File: src/rtl/vip_flatten_pkg.sv
// Shared constants for the flatten / unflatten stream stages.
// Channel count, channel index width and pixel counter sizing.
package vip_flatten_pkg;

    localparam int NUM_CH = 16;
    localparam int CH_W = 4;

    function automatic int pix_w(input int width);
        return (width * width > 1) ? $clog2(width * width) : 1;
    endfunction

endpackage

File: src/rtl/vip_skid_fifo2.sv
// Two-entry in-order skid FIFO; head is the oldest word.
// Absorbs the one read that is still in flight when the consumer stalls.
module vip_skid_fifo2 #(
    parameter int DWIDTH = 32
) (
    input  logic              clock,
    input  logic              reset,
    input  logic              push,
    input  logic [DWIDTH-1:0] din,
    input  logic              pop,
    output logic [1:0]        cnt,
    output logic [DWIDTH-1:0] head
);

    logic [DWIDTH-1:0] d0;
    logic [DWIDTH-1:0] d1;
    logic              pop_ok;

    assign pop_ok = pop && (cnt != 2'd0);
    assign head = d0;

    always_ff @(posedge clock or posedge reset) begin
        if (reset) begin
            cnt <= 2'd0;
            d0 <= '0;
            d1 <= '0;
        end else begin
            unique case ({push, pop_ok})
                2'b10: begin
                    if (cnt == 2'd0) d0 <= din;
                    else d1 <= din;
                    cnt <= cnt + 2'd1;
                end
                2'b01: begin
                    d0 <= d1;
                    cnt <= cnt - 2'd1;
                end
                2'b11: begin
                    // Count stays; slot 1 shifts forward before the new word lands.
                    if (cnt == 2'd1) begin
                        d0 <= din;
                    end else begin
                        d0 <= d1;
                        d1 <= din;
                    end
                end
                default: begin
                end
            endcase
        end
    end

    no_overflow: assert property (
        @(posedge clock) disable iff (reset)
        !(push && !pop_ok && cnt == 2'd2)
    );

endmodule

File: src/rtl/core_line_buffer_unflatten.sv
// De-interleaves a flat word stream round-robin into 16 channel FIFOs.
// Counts pixels per WIDTH x WIDTH map and pulses frame_done at its end.
module core_line_buffer_unflatten
    import vip_flatten_pkg::*;
#(
    parameter int DWIDTH = 32,
    parameter int WIDTH = 28
) (
    input  logic              clock,
    input  logic              reset,
    input  logic [DWIDTH-1:0] ff_rdata,
    input  logic              ff_empty,
    output logic              ff_rdreq,
    output logic [DWIDTH-1:0] ff_wdata,
    output logic              ff_wrreq0,
    output logic              ff_wrreq1,
    output logic              ff_wrreq2,
    output logic              ff_wrreq3,
    output logic              ff_wrreq4,
    output logic              ff_wrreq5,
    output logic              ff_wrreq6,
    output logic              ff_wrreq7,
    output logic              ff_wrreq8,
    output logic              ff_wrreq9,
    output logic              ff_wrreq10,
    output logic              ff_wrreq11,
    output logic              ff_wrreq12,
    output logic              ff_wrreq13,
    output logic              ff_wrreq14,
    output logic              ff_wrreq15,
    input  logic              ff_full0,
    input  logic              ff_full1,
    input  logic              ff_full2,
    input  logic              ff_full3,
    input  logic              ff_full4,
    input  logic              ff_full5,
    input  logic              ff_full6,
    input  logic              ff_full7,
    input  logic              ff_full8,
    input  logic              ff_full9,
    input  logic              ff_full10,
    input  logic              ff_full11,
    input  logic              ff_full12,
    input  logic              ff_full13,
    input  logic              ff_full14,
    input  logic              ff_full15,
    output logic              frame_done
);

    localparam int PIX_W = pix_w(WIDTH);
    localparam logic [PIX_W-1:0] PIX_LAST = PIX_W'(WIDTH * WIDTH - 1);
    localparam logic [CH_W-1:0] CH_LAST = CH_W'(NUM_CH - 1);

    logic [NUM_CH-1:0] full;
    logic [NUM_CH-1:0] wrreq;
    logic [1:0]        cnt;
    logic [2:0]        occ;
    logic              pop;
    logic              rd_pending;
    logic [CH_W-1:0]   wr_ch;
    logic [PIX_W-1:0]  pix_cnt;

    assign full = {ff_full15, ff_full14, ff_full13, ff_full12,
                   ff_full11, ff_full10, ff_full9, ff_full8,
                   ff_full7, ff_full6, ff_full5, ff_full4,
                   ff_full3, ff_full2, ff_full1, ff_full0};

    // A full channel blocks the whole stream so order is never broken.
    assign pop = (cnt != 2'd0) && !full[wr_ch];

    // Occupancy after this edge; reads are issued only if a slot is free.
    assign occ = {1'b0, cnt} + {2'b00, rd_pending} - {2'b00, pop};
    assign ff_rdreq = !reset && !ff_empty && (occ < 3'd2);

    assign wrreq = pop ? ({{(NUM_CH-1){1'b0}}, 1'b1} << wr_ch) : '0;

    assign ff_wrreq0 = wrreq[0];
    assign ff_wrreq1 = wrreq[1];
    assign ff_wrreq2 = wrreq[2];
    assign ff_wrreq3 = wrreq[3];
    assign ff_wrreq4 = wrreq[4];
    assign ff_wrreq5 = wrreq[5];
    assign ff_wrreq6 = wrreq[6];
    assign ff_wrreq7 = wrreq[7];
    assign ff_wrreq8 = wrreq[8];
    assign ff_wrreq9 = wrreq[9];
    assign ff_wrreq10 = wrreq[10];
    assign ff_wrreq11 = wrreq[11];
    assign ff_wrreq12 = wrreq[12];
    assign ff_wrreq13 = wrreq[13];
    assign ff_wrreq14 = wrreq[14];
    assign ff_wrreq15 = wrreq[15];

    vip_skid_fifo2 #(
        .DWIDTH(DWIDTH)
    ) u_skid (
        .clock(clock),
        .reset(reset),
        .push(rd_pending),
        .din(ff_rdata),
        .pop(pop),
        .cnt(cnt),
        .head(ff_wdata)
    );

    always_ff @(posedge clock or posedge reset) begin
        if (reset) begin
            rd_pending <= 1'b0;
            wr_ch <= '0;
            pix_cnt <= '0;
            frame_done <= 1'b0;
        end else begin
            rd_pending <= ff_rdreq;
            frame_done <= pop && (wr_ch == CH_LAST) && (pix_cnt == PIX_LAST);
            if (pop) begin
                wr_ch <= wr_ch + 1'b1;
                if (wr_ch == CH_LAST) begin
                    if (pix_cnt == PIX_LAST) pix_cnt <= '0;
                    else pix_cnt <= pix_cnt + 1'b1;
                end
            end
        end
    end

endmodule

File: config.mk
export PLATFORM = sky130hd
export DESIGN_NAME = core_line_buffer_unflatten
export DESIGN_NICKNAME = d
export VERILOG_FILES = /design/src/rtl/vip_flatten_pkg.sv /design/src/rtl/vip_skid_fifo2.sv /design/src/rtl/core_line_buffer_unflatten.sv
export SDC_FILE = /design/constraint.sdc
export NUM_CORES = 1
export LEC_CHECK = 0
export ABC_CLOCK_PERIOD_IN_PS = 3700
export BUFFER_PORTS_ARGS = -buffer_cell sky130_fd_sc_hd__clkbuf_2
export CORE_ASPECT_RATIO = 0.7
export CORE_UTILIZATION = 54
export DETAILED_ROUTE_END_ITERATION = 7
export GPL_TIMING_DRIVEN = 0
export PLACE_DENSITY = 0.88
export SYNTH_ARGS = -nofsm -noshare
export SYNTH_HDL_FRONTEND = slang
export SYNTH_SLANG_ARGS = --single-unit
File: constraint.sdc
create_clock -name clock -period 3.7 [get_ports clock]
set_input_delay 0 -clock clock [delete_from_list [all_inputs] [get_ports clock]]
set_output_delay 0 -clock clock [all_outputs]
set_load 0.01 [all_outputs]
[After elaboration in Yosys (flattened, before gate mapping)]
Cells that the tools add are included.
Word-level totals
  bits in registers: 82
  logic and storage cells: 53
Cells by class
  add/sub/neg operators: 6
  $lt $le $gt $ge: 2
  equal/unequal tests: 9
  shift-type cells: 1
  multiplexer cells: 11
  reductions and logical operators: 17
Operators with widths (number)
  $mux 32: 4
  $pmux 32 s3: 1
  $pmux 32 s2: 1
  $mux 16: 1
  $shl 1x4->16 const A: 1
  $add 10x1->10 const B: 1
  $eq 10x10->1 const B: 1
  $mux 10: 1
  $logic_and 1x1->1: 6
  $reduce_bool 2->1: 3
  $lt 4x5->1 const B: 1
  $add 4x1->4 const B: 1
  $bmux 1 s4: 1
  $eq 2x1->1 const B: 2
  $eq 2x2->1 const B: 2
  $eq 4x4->1 const B: 1
  $ne 2x2->1 const B: 2
  $pmux 2 s2: 1
  $reduce_and 2->1: 2
  $add 2x1->3: 1
  $logic_not 1->1: 3
  $lt 3x2->1 const B: 1
  $reduce_and 3->1: 1
  $reduce_bool 3->1: 1
  other kinds (6): 6

[Logic depth before layout (Yosys ltp)]
Gate-level depths: netlist (run 1).
  depth in word-level cells: 8
  depth in mapped cells: 15
  gate-level depth less buffers: 12

[Cells and area by module]
From an unflattened synthesis (run 1), not the netlist that was laid out.
Unflattened totals
  cell total of the unflattened synthesis: 400
  area total of the unflattened synthesis: 4331.7 um^2
By module, submodules not included
  vip_skid_fifo2: times used 1, cells an instance 274, area each 3095.5 um^2, sequential area each 1651.6 um^2
  core_line_buffer_unflatten: times used 1, cells an instance 126, area each 1236.2 um^2, sequential area each 400.4 um^2

[Worst setup path after synthesis (run 1)]
OpenSTA, ideal clock, no wires.
  path type: register to register
  start point: register wr_ch[0]
  end point: register u_skid.d1[0]
  library setup time: 0.125 ns
  data arrival time: 2.915 ns
  path slack: 0.660 ns
  cell stages (with the launch flop): 12
  path buffers: 3
  clock period less this slack: 3.040 ns
  cell sequence: dfrtp_1 > buf_6 > mux4_2 > a31oi_4 > and2_0 > buf_4 > inv_4 > ha_1 > nor2b_1 > o22ai_1 > clkbuf_1 > mux2_2
Between the ends
  longest elaborated chain between the ends: 8
  elaborated cells between the ends (all ways): 12
  those cells by class: 4 x eq/ne; 3 x mux; 5 x reduce/logical
Ends and longest elaborated chain
  start, declared: RTL line core_line_buffer_unflatten.sv:60  | logic [CH_W-1:0] wr_ch;
  start signal, assigned: RTL line core_line_buffer_unflatten.sv:116  | wr_ch <= wr_ch + 1'b1;
  $bmux 1 s4 (*): RTL line core_line_buffer_unflatten.sv:69  | assign pop = (cnt != 2'd0) && !full[wr_ch];
  $mux 1 (implied by the code) (*): RTL line core_line_buffer_unflatten.sv:69
  $logic_not 1->1 (*): RTL line core_line_buffer_unflatten.sv:69
  $logic_and 1x1->1 (*): RTL line core_line_buffer_unflatten.sv:69
  $logic_and 1x1->1 (*): RTL line vip_skid_fifo2.sv:19  | assign pop_ok = pop && (cnt != 2'd0);
  $eq 2x2->1: RTL line vip_skid_fifo2.sv:28  | unique case ({push, pop_ok})
  $ne 2x2->1 (no source line) / $reduce_bool 2->1 (equally long branches)
  $reduce_and 3->1 (no source line)
  end signal, assigned: RTL line vip_skid_fifo2.sv:31  | else d1 <= din;
  end signal, assigned: RTL line vip_skid_fifo2.sv:44  | d1 <= din;
  end, declared: RTL line vip_skid_fifo2.sv:16  | logic [DWIDTH-1:0] d1;
Mark *: on every way between the ends. The rest lies on a longest branch, timed or not. The select of a mux whose other input is x is not followed.
A chain may end at the register's enable or synchronous reset.

[Worst setup path in the final report (run 1)]
  start point: register u_skid.cnt[1]
  end point: output port ff_rdreq
Between the ends
  longest elaborated chain between the ends: 5
  elaborated cells between the ends (all ways): 6
  those cells by class: 2 x add/sub; 1 x order compare; 3 x reduce/logical
Ends and longest elaborated chain
  start, declared: RTL line vip_skid_fifo2.sv:11  | output logic [1:0] cnt,
  start signal, assigned: RTL line vip_skid_fifo2.sv:32  | cnt <= cnt + 2'd1;
  start signal, assigned: RTL line vip_skid_fifo2.sv:36  | cnt <= cnt - 2'd1;
  $reduce_bool 2->1: RTL line core_line_buffer_unflatten.sv:69
  $logic_and 1x1->1: RTL line core_line_buffer_unflatten.sv:69
  net pop: RTL line core_line_buffer_unflatten.sv:58  | logic pop;
  $sub 3x1->3: RTL line core_line_buffer_unflatten.sv:72  | assign occ = {1'b0, cnt} + {2'b00, rd_pending} - {2'b00, pop};
  $lt 3x2->1: RTL line core_line_buffer_unflatten.sv:73  | assign ff_rdreq = !reset && !ff_empty && (occ < 3'd2);
  $logic_and 1x1->1: RTL line core_line_buffer_unflatten.sv:73
  end, declared: RTL line core_line_buffer_unflatten.sv:13  | output logic ff_rdreq,
The timed path passes the listed nets, and every way through them passes these cells.

==> results of run 1 <==
-- final timing paths --
kind,slack (ns),cells after the start,end,start
hold / removal,0.12,3,rd_pending$_DFF_PP0_,reset
setup / recovery,0.27,12,ff_rdreq,u_skid.cnt[1]$_DFFE_PP0P_
min in group clock,0.31,5,wr_ch[3]$_DFFE_PP0P_,ff_full5
hold reg to reg,0.49,1,pix_cnt[2]$_DFFE_PP0P_,pix_cnt[2]$_DFFE_PP0P_
max in group asynchronous,3.01,4,u_skid.head[25]$_DFFE_PP0P_,reset
setup reg to reg,0.28,14,u_skid.head[28]$_DFFE_PP0P_,wr_ch[2]$_DFFE_PP0P_
-- layer usage --
layer | up-vias | global-route usage, % | routed length [µm]
li1 | 1494 | - | -
met4 | 0 | 7.671 | 182
met3 | 21 | 6.282 | 483
met2 | 101 | 37.69 | 4459
met5 | - | 0 | 0
met1 | 1553 | 31.58 | 4062
-- logic make-up (layout without fill, tap and decap cells) --
family	after synthesis	in the layout
multiplexers	74	74
XOR/XNOR	5	5
AND/OR/NAND/NOR	60	60
flip-flops	82	82
AO/OA/AOI/OAI	58	58
buffers and inverters	37	190
adder cells (fa/ha/maj)	14	14
-- cell usage after synthesis (all sizes together), types with 3 or more instances --
library cell  number
buf               10
nor3               6
nand2b             5
a22o              32
a21oi              4
o21ai             11
mux2              67
dfrtp             82
nand2              7
nor2b              3
nand3              6
inv               15
and2               3
ha                13
mux2i              6
clkbuf            12
and3               5
nor4               7
nor2               9
xnor2              3
-- worst min-delay path, delay by kind of cell --
family   cells  cell delay (ns)
buf+inv      3             0.81
-- where the power goes --
part,switching [mW],internal (mW),leakage [nW]
registers,0.246,1.34,1.01
clock network,0.308,0.301,0.0960
logic,1.56,1.80,1.58
-- stage by stage --
stage	power, mW	area, µm²
after global routing	5.940	5421
after CTS	5.530	5396
after global placement	4.715	4836
final	5.556	5421
after floorplan	4.122	4213
after detailed placement	4.883	4866
-- sequential cells by signal, indices dropped and copies added (netlist names) --
signal	cells
u_skid.d1	32
u_skid.head	32
pix_cnt	10
rd_pending	1
u_skid.cnt	2
frame_done	1
wr_ch	4
-- repair_timing --
item                                    CTS  global route
setup buffers                             0             2
hold buffers                             34             0
resized for setup                         0             7
endpoints found under the setup margin    0            31
endpoints found under the hold margin   115             0
-- layout make-up --
cell class / instances / area (µm²)
repair buffers: 137 / 883.3
clock inverters: 3 / 21.27
flip-flops and latches: 82 / 2052
plain buffers: 22 / 126.4
fillers: 515 / 1996
inverters: 15 / 61.31
multi-input cells: 211 / 1986
clock buffers: 13 / 168.9
well taps: 98 / 122.6
==> results by stage, run 1 <==
Logic synthesis:
- In the synthesized netlist the async set-or-reset flop fraction comes to 100.0%.
- A synthesized cell averages 12.77 µm².
- The total number of yosys warnings is 0.
- The distinct cell type count of the synthesized netlist is 44.
- The post-synthesis cell count is 330.
- Sequential elements use 48.71% of the synthesized area.
- After synthesis the netlist holds a flip-flop and latch count of 82.
- The leading area contributor after synthesis is dfrtp_1.
- Summing the areas of all xor and xnor instances in the mapped netlist gives 1.040% of the synthesized area.
- When the netlist entered floorplanning its net count stood at 395.
- The multiplexer share of the synthesized area is 22.54%.
- The synthesized netlist devotes 11.14% of its cell area to compound gates.
- The number of enable flip-flop cells after synthesis is 0.
- The dominant combinational cell family by area after synthesis is multiplexers.
- The share of synthesized cell area in full adder, half adder and majority cells is 4.336%.
- The most used flip-flop cell after synthesis is dfrtp_1.
- The area share of and/or/nand/nor cells after synthesis is 7.930%.
- After synthesis the cells add up to between 4000 and 5000 µm².
- By area the synthesized netlist is led by dfrtp_1, mux2_4, mux2_2.
- The fraction of synthesized cell area taken by the top area cell type is 48.71%.

Layout:
- The post-synthesis to final-layout area growth is 28.69%.
- Excluding fillers, the count of instances in the completed layout stands at around 580.
- 0 antenna diodes ended up in the layout.
- In the layout the commonest cells are clkbuf_2, dfrtp_1, mux2_2, dlygate4sd3_1, a22o_1.
- The library cell used most frequently in the layout, excluding fill and tap cells, is clkbuf_2.
- In the final layout, the share of cells above drive strength 1 is 42.86%.
- For this run, the share of the core covered by cells in the final layout is 73.09%.
- The net count of the finished layout is 543.

Setup path:
- The critical path data required time is 3.70 ns.
- The worst setup path is of the reg2out kind.
- The startpoint class of the critical path is a register.
- The standard cell with the maximum stage delay on the critical path is dfrtp_1.
- The signal on the critical path passes through inv_1 -> ha_1 -> inv_1 -> o221ai_1 -> a31oi_4 -> and2_1 -> ha_1 -> nand2b_1 -> fa_1 -> xor2_1 -> nor4b_1 -> clkbuf_2.
- Broken down by cell family, the worst path's largest delay share belongs to adder cells.
- The worst endpoint data arrival time is 3.43 ns.
- The number of buffers and inverters on the critical path is 3.
- The largest stage delay on the critical path is 0.45 ns.
- STA classifies the critical path endpoint as an output port.
- The highest net fanout along the worst path is 8.

GRT:
- Global routing used a little under a quarter of the available tracks.
- The initial antenna violation count came to 0.
- The first global-routing pass estimated 15,250 µm of wire.
- The number of global-route vias before repair is 3,247.
- Entering global routing, the biggest net connects 73 pins.
- After global routing the overflow that remains totals 0.

STA:
- The hold violation total from the final report is 0.
- The final-report setup violation count is 0.
- For this run, the top clock speed supported by timing is 291.7 MHz.
- The share of the clock period used by the worst path is 92.66%.
- At the pin with the least slew margin, the transition time is 0.5679 ns.
- Final hold analysis gives a worst-case slack of 0.1224 ns.
- The shortest clock period the worst path allows after layout is 3.429 ns.
- Across the routed clock network, the largest skew measured is 0.005704 ns.
- Adding up every negative setup slack in the final design gives 0 ns.
- The number of max-slew violations in the final report is 0.
- The final worst setup slack is roughly 0.27 ns.
- The worst slew margin relative to its limit is 62.06%.

Power and ir drop:
- Dividing total power by cell area gives a power density of 1025 nW/µm².
- The analysis attributes to cell leakage a power of 2.678 nW.
- The worst-case IR drop observed on VDD is 663.7 µV.

Place:
- Routability-driven placement finished with a final weighted congestion of 0.8085.
- The pre-CTS setup slack is 0.07836 ns.
- The HPWL reported at the end of detailed placement is about 6600 µm.
- The post-placement cell count is 529.
- The count of buffers added on input and output ports is 100.

Die:
- The number of top-level pins is 101.
- The die height is 75.90 µm.
- In this run the horizontal extent of the chip is 107.6 µm.
- The placeable core region is around 7400 µm².
- For this configuration, the core starts out at a cell density of 56.80%.
- The initialized floorplan defines 26 standard-cell rows.
- The total die area is 8165 µm².

Routing:
- The first routing iteration left 150 violations.
- After detailed routing, the average wire length per cell comes to approximately 16 µm.
- Once detail routing completed, the nets flagged for antenna violations numbered 0.
- The first-pass iteration count of the detailed router is 5.
- Summed over all layers, the routed wires come to 9187 µm.
- The detailed router placed 3,169 vias in this run.
- In the routed design, unresolved DRC markers number 0.
- Using the TritonRoute via totals, the vias-per-cell ratio works out to 5.454.

Outcome:
- The flow ran to the end, and the final reports show no timing, DRC or antenna violations.

Clock network:
- The number of sinks handled by clock tree synthesis is 82.
- The root buffer cell chosen for the clock tree is clkbuf_8.
- Clock tree synthesis inserted a total of 9 buffers.
- The clock slew seen by the registers of the worst setup and hold paths is roughly 0.080 ns.
- The longest clock path from root to sink contains 2 buffers.
- The worst-skew pair later-pin latency is 0.34 ns.
- The number of levels the H-tree was split into is 3.
- TritonCTS built the clock tree.

Job:
- The reported max-cap violation count is 0.

Min path:
- The min-delay analysis places its worst path in the category in2async.
No activity file was read; power rests on OpenSTA's default activity.
==> inputs of run 2 (changes only) <==
--- a/config.mk
+++ b/config.mk
@@ -8,10 +8,10 @@
 export ABC_CLOCK_PERIOD_IN_PS = 3700
 export BUFFER_PORTS_ARGS = -buffer_cell sky130_fd_sc_hd__clkbuf_2
 export CORE_ASPECT_RATIO = 0.7
-export CORE_UTILIZATION = 54
+export CORE_UTILIZATION = 50
 export DETAILED_ROUTE_END_ITERATION = 7
 export GPL_TIMING_DRIVEN = 0
-export PLACE_DENSITY = 0.88
+export PLACE_DENSITY = 0.83
 export SYNTH_ARGS = -nofsm -noshare
 export SYNTH_HDL_FRONTEND = slang
 export SYNTH_SLANG_ARGS = --single-unit
==> results by stage, run 2 (synthesized netlist as in run 1, its figures left out) <==
Outcome:
- Run status: complete, but fails checks (was completed).
- The final reports fail on design-rule violations.

Min path:
- The type of the most critical hold path is in2async (unchanged).

GRT:
- The all-layer global routing usage came to 22.29% (was 23.71%).
- The number of global-route vias before repair is 3,192 (was 3,247).
- The initial antenna violation count came to 0 (unchanged).
- The largest net degree at the start of global routing came to 49 (was 73).
- The global-route congestion overflow total is 0 (unchanged).
- The wire length of the first global-routing pass is 15,190 µm (was 15,250 µm).

Clock network:
- The number of sinks handled by clock tree synthesis is 82 (unchanged).
- The clock slew seen by the registers of the worst setup and hold paths is 0.06 ns (was 0.08 ns).
- The worst-skew pair later-pin latency is 0.33 ns (was 0.34 ns).
- The cell at the root of the clock tree is clkbuf_16 (was clkbuf_8).
- The CTS buffer count was 9 (unchanged).
- The TritonCTS clock tree is done (unchanged).
- The number of buffers between clock root and the deepest sink is 2 (unchanged).
- The number of levels the H-tree was split into is 3 (unchanged).

STA:
- The shortest clock period the worst path allows after layout is 3.505 ns (was 3.429 ns).
- The worst slew margin relative to its limit came to 62.71% (was 62.06%).
- The worst clock skew on the final layout is 0.003855 ns (was 0.005704 ns).
- The hold violation total from the final report came to 0 (unchanged).
- The final-report setup violation count came to 0 (unchanged).
- The final worst setup slack is 0.1948 ns (was 0.2715 ns).
- The share of the clock period used by the worst path is 94.74% (was 92.66%).
- The total negative slack came to 0 ns (unchanged).
- The top achievable clock speed is 285.3 MHz (was 291.7 MHz).
- The number of max-slew violations in the final report is 0 (unchanged).
- The measured slew at the worst slew-check pin is 0.5594 ns (was 0.5679 ns).
- Setup repair after global routing left no endpoint under its margin.

Routing:
- The final routed wire length divided by cell count is 15.95 µm (was 15.81 µm).
- The via density per instance is 5.422 (was 5.454).
- The final routed DRC violation total is 6 (was 0).
- The number of DRC violations after detailed-routing iteration 0 was 130 (was 150).
- The final routed wirelength across all metal layers is 9296 µm (was 9187 µm).
- The overall via count from detail_route is 3,161 (was 3,169).
- The first-pass iteration count of the detailed router came to 7 (was 5).
- The count of antenna-violating nets left after detailed routing is 0 (unchanged).

Setup path:
- The standard cell with the maximum stage delay on the critical path is clkbuf_1 (was dfrtp_1).
- The setup slack of the worst register-to-register path is 0.19 ns (was 0.28 ns).
- The worst endpoint data arrival time is 3.72 ns (was 3.43 ns).
- In this design, the critical path's most frequently occurring cell is buf_2.
- The endpoint type of the worst setup path was a register (was output port).
- Sequence of cells on the critical path: buf_2 -> buf_2 -> o32ai_1 -> o21bai_1 -> and2_0 -> buf_4 -> ha_1 -> inv_1 -> nor2_1 -> o22ai_2 -> clkbuf_1 -> mux2_2 (was inv_1 -> ha_1 -> inv_1 -> o221ai_1 -> a31oi_4 -> and2_1 -> ha_1 -> nand2b_1 -> fa_1 -> xor2_1 -> nor4b_1 -> clkbuf_2).
- The highest net fanout along the worst path was 10 (was 8).
- The critical path data required time is 3.91 ns (was 3.70 ns).
- The startpoint class of the critical path was a register (unchanged).
- The type of the setup path with the least slack is reg2reg (was reg2out).
- The largest stage delay on the critical path was 0.49 ns (was 0.45 ns).

Die:
- The die height is 78.80 µm (was 75.90 µm).
- The initial core utilization came to 52.62% (was 56.80%).
- The die outline width is 111.7 µm (was 107.6 µm).
- The number of top-level pins is 101 (unchanged).
- The total die area is 8803 µm² (was 8165 µm²).
- The placeable core region is 8006 µm² (was 7417 µm²).
- The number of rows created at floorplan is 27 (was 26).

Job:
- The reported max-cap violation count is 0 (unchanged).

Layout:
- The post-synthesis to final-layout area growth came to 31.72% (was 28.69%).
- Leading cell types in the layout, fill and taps excluded: clkbuf_2, dfrtp_1, mux2_2, dlygate4sd3_1, a22o_1 (unchanged).
- The number of diodes added for antenna fixing came to 0 (unchanged).
- The net count of the finished layout is 542 (was 543).
- The most frequent standard cell in the layout excluding fill and tap cells was clkbuf_2 (unchanged).
- The layout cell share with drive strength beyond 1 is 43.36% (was 42.86%).
- The fill cell total of the finished layout is 587 (was 515).

Place:
- The count of buffers inserted at the top-level ports is 100 (unchanged).
- The HPWL reported at the end of detailed placement was 6432 µm (was 6550 µm).
- The routability congestion estimate is 0.8287 (was 0.8085).
- The pre-CTS setup slack is -0.1567 ns (was 0.07836 ns).

Power and ir drop:
- The largest vdd supply drop was 540.6 µV (was 663.7 µV).
- The leakage dissipation is 2.746 nW (was 2.678 nW).
- The power density relative to cell area is 1058 nW/µm² (was 1025 nW/µm²).
[run 2: changes by cell type in the layout (fill, tap and decap cells not counted), moves of 2 or more]
cell	previous run	this run
clkbuf_8	12	1
bufinv_16	0	2
clkinv_2	1	4
clkbuf_16	0	9
clkbuf_1	10	7
clkbuf_2	103	105
[run 2: power by group]
group	internal [mW]	switching [mW]
Clock	0.604	0.339
Sequential	1.34	0.242
Combinational	1.80	1.55
[run 2: per-stage QoR]
| stage | hold slack [ns] | area (µm²) | cells | utilization (%) | total power, mW |
|---|---|---|---|---|---|
| floorplan | 0.05763 | 4213 | 330 | - | 4.122 |
| global placement | 0.1710 | 4840 | 531 | 60.45 | 4.749 |
| detailed placement | 0.05336 | 4870 | 532 | 60.82 | 4.890 |
| CTS | 0.2452 | 5538 | 582 | 69.17 | 5.886 |
| global route | 0.3115 | 5549 | 583 | 69.31 | 6.283 |
| finish | 0.2594 | 5549 | 583 | 69.31 | 5.873 |
[run 2: cell type report]
cell class	count	area (µm²)	area share, %
multi-input cells	211	1986	35.78
clock buffers	10	239.0	4.307
clock inverters	6	80.08	1.443
inverters	15	61.31	1.105
plain buffers	22	128.9	2.322
flip-flops and latches	82	2052	36.98
well taps	101	126.4	2.277
repair buffers	136	875.8	15.78
[run 2: final timing paths]
path	from	endpoint	depth (start not counted)
max	wr_ch[2]$_DFFE_PP0P_	u_skid.d1[26]$_DFFE_PP0P_	12
min	reset	u_skid.d1[8]$_DFFE_PP0P_	3
max reg2reg	wr_ch[2]$_DFFE_PP0P_	u_skid.d1[26]$_DFFE_PP0P_	12
min reg2reg	pix_cnt[3]$_DFFE_PP0P_	pix_cnt[3]$_DFFE_PP0P_	1
max in group asynchronous	reset	u_skid.d1[13]$_DFFE_PP0P_	4
min in group clock	ff_full3	wr_ch[3]$_DFFE_PP0P_	5
[run 2: per-layer routing]
layer	global-route usage [%]	part of all wire, %	vias to the layer above	routed length (µm)
met2	38.70	50	68	4648
met1	27.90	45	1579	4228
met3	5.496	3.6	10	333
met4	6.216	0.93	0	86
li1	-	-	1504	-
met5	0	0	-	0
[run 2: repair_timing]
action	4_1_cts	5_1_grt
resized for setup	3	6
hold endpoints to repair	67	0
setup buffers	0	1
hold buffers	34	0
setup endpoints to repair	30	32
[run 2: critical path: cells and delay by family, from the launching register on]
family,cells,cell delay [ns]
buffers and inverters,5,1.08
AO/OA/AOI/OAI,3,1.02
multiplexers,1,0.40
flip-flops,1,0.37
AND/OR/NAND/NOR,2,0.30
adder cells (fa/ha/maj),1,0.19
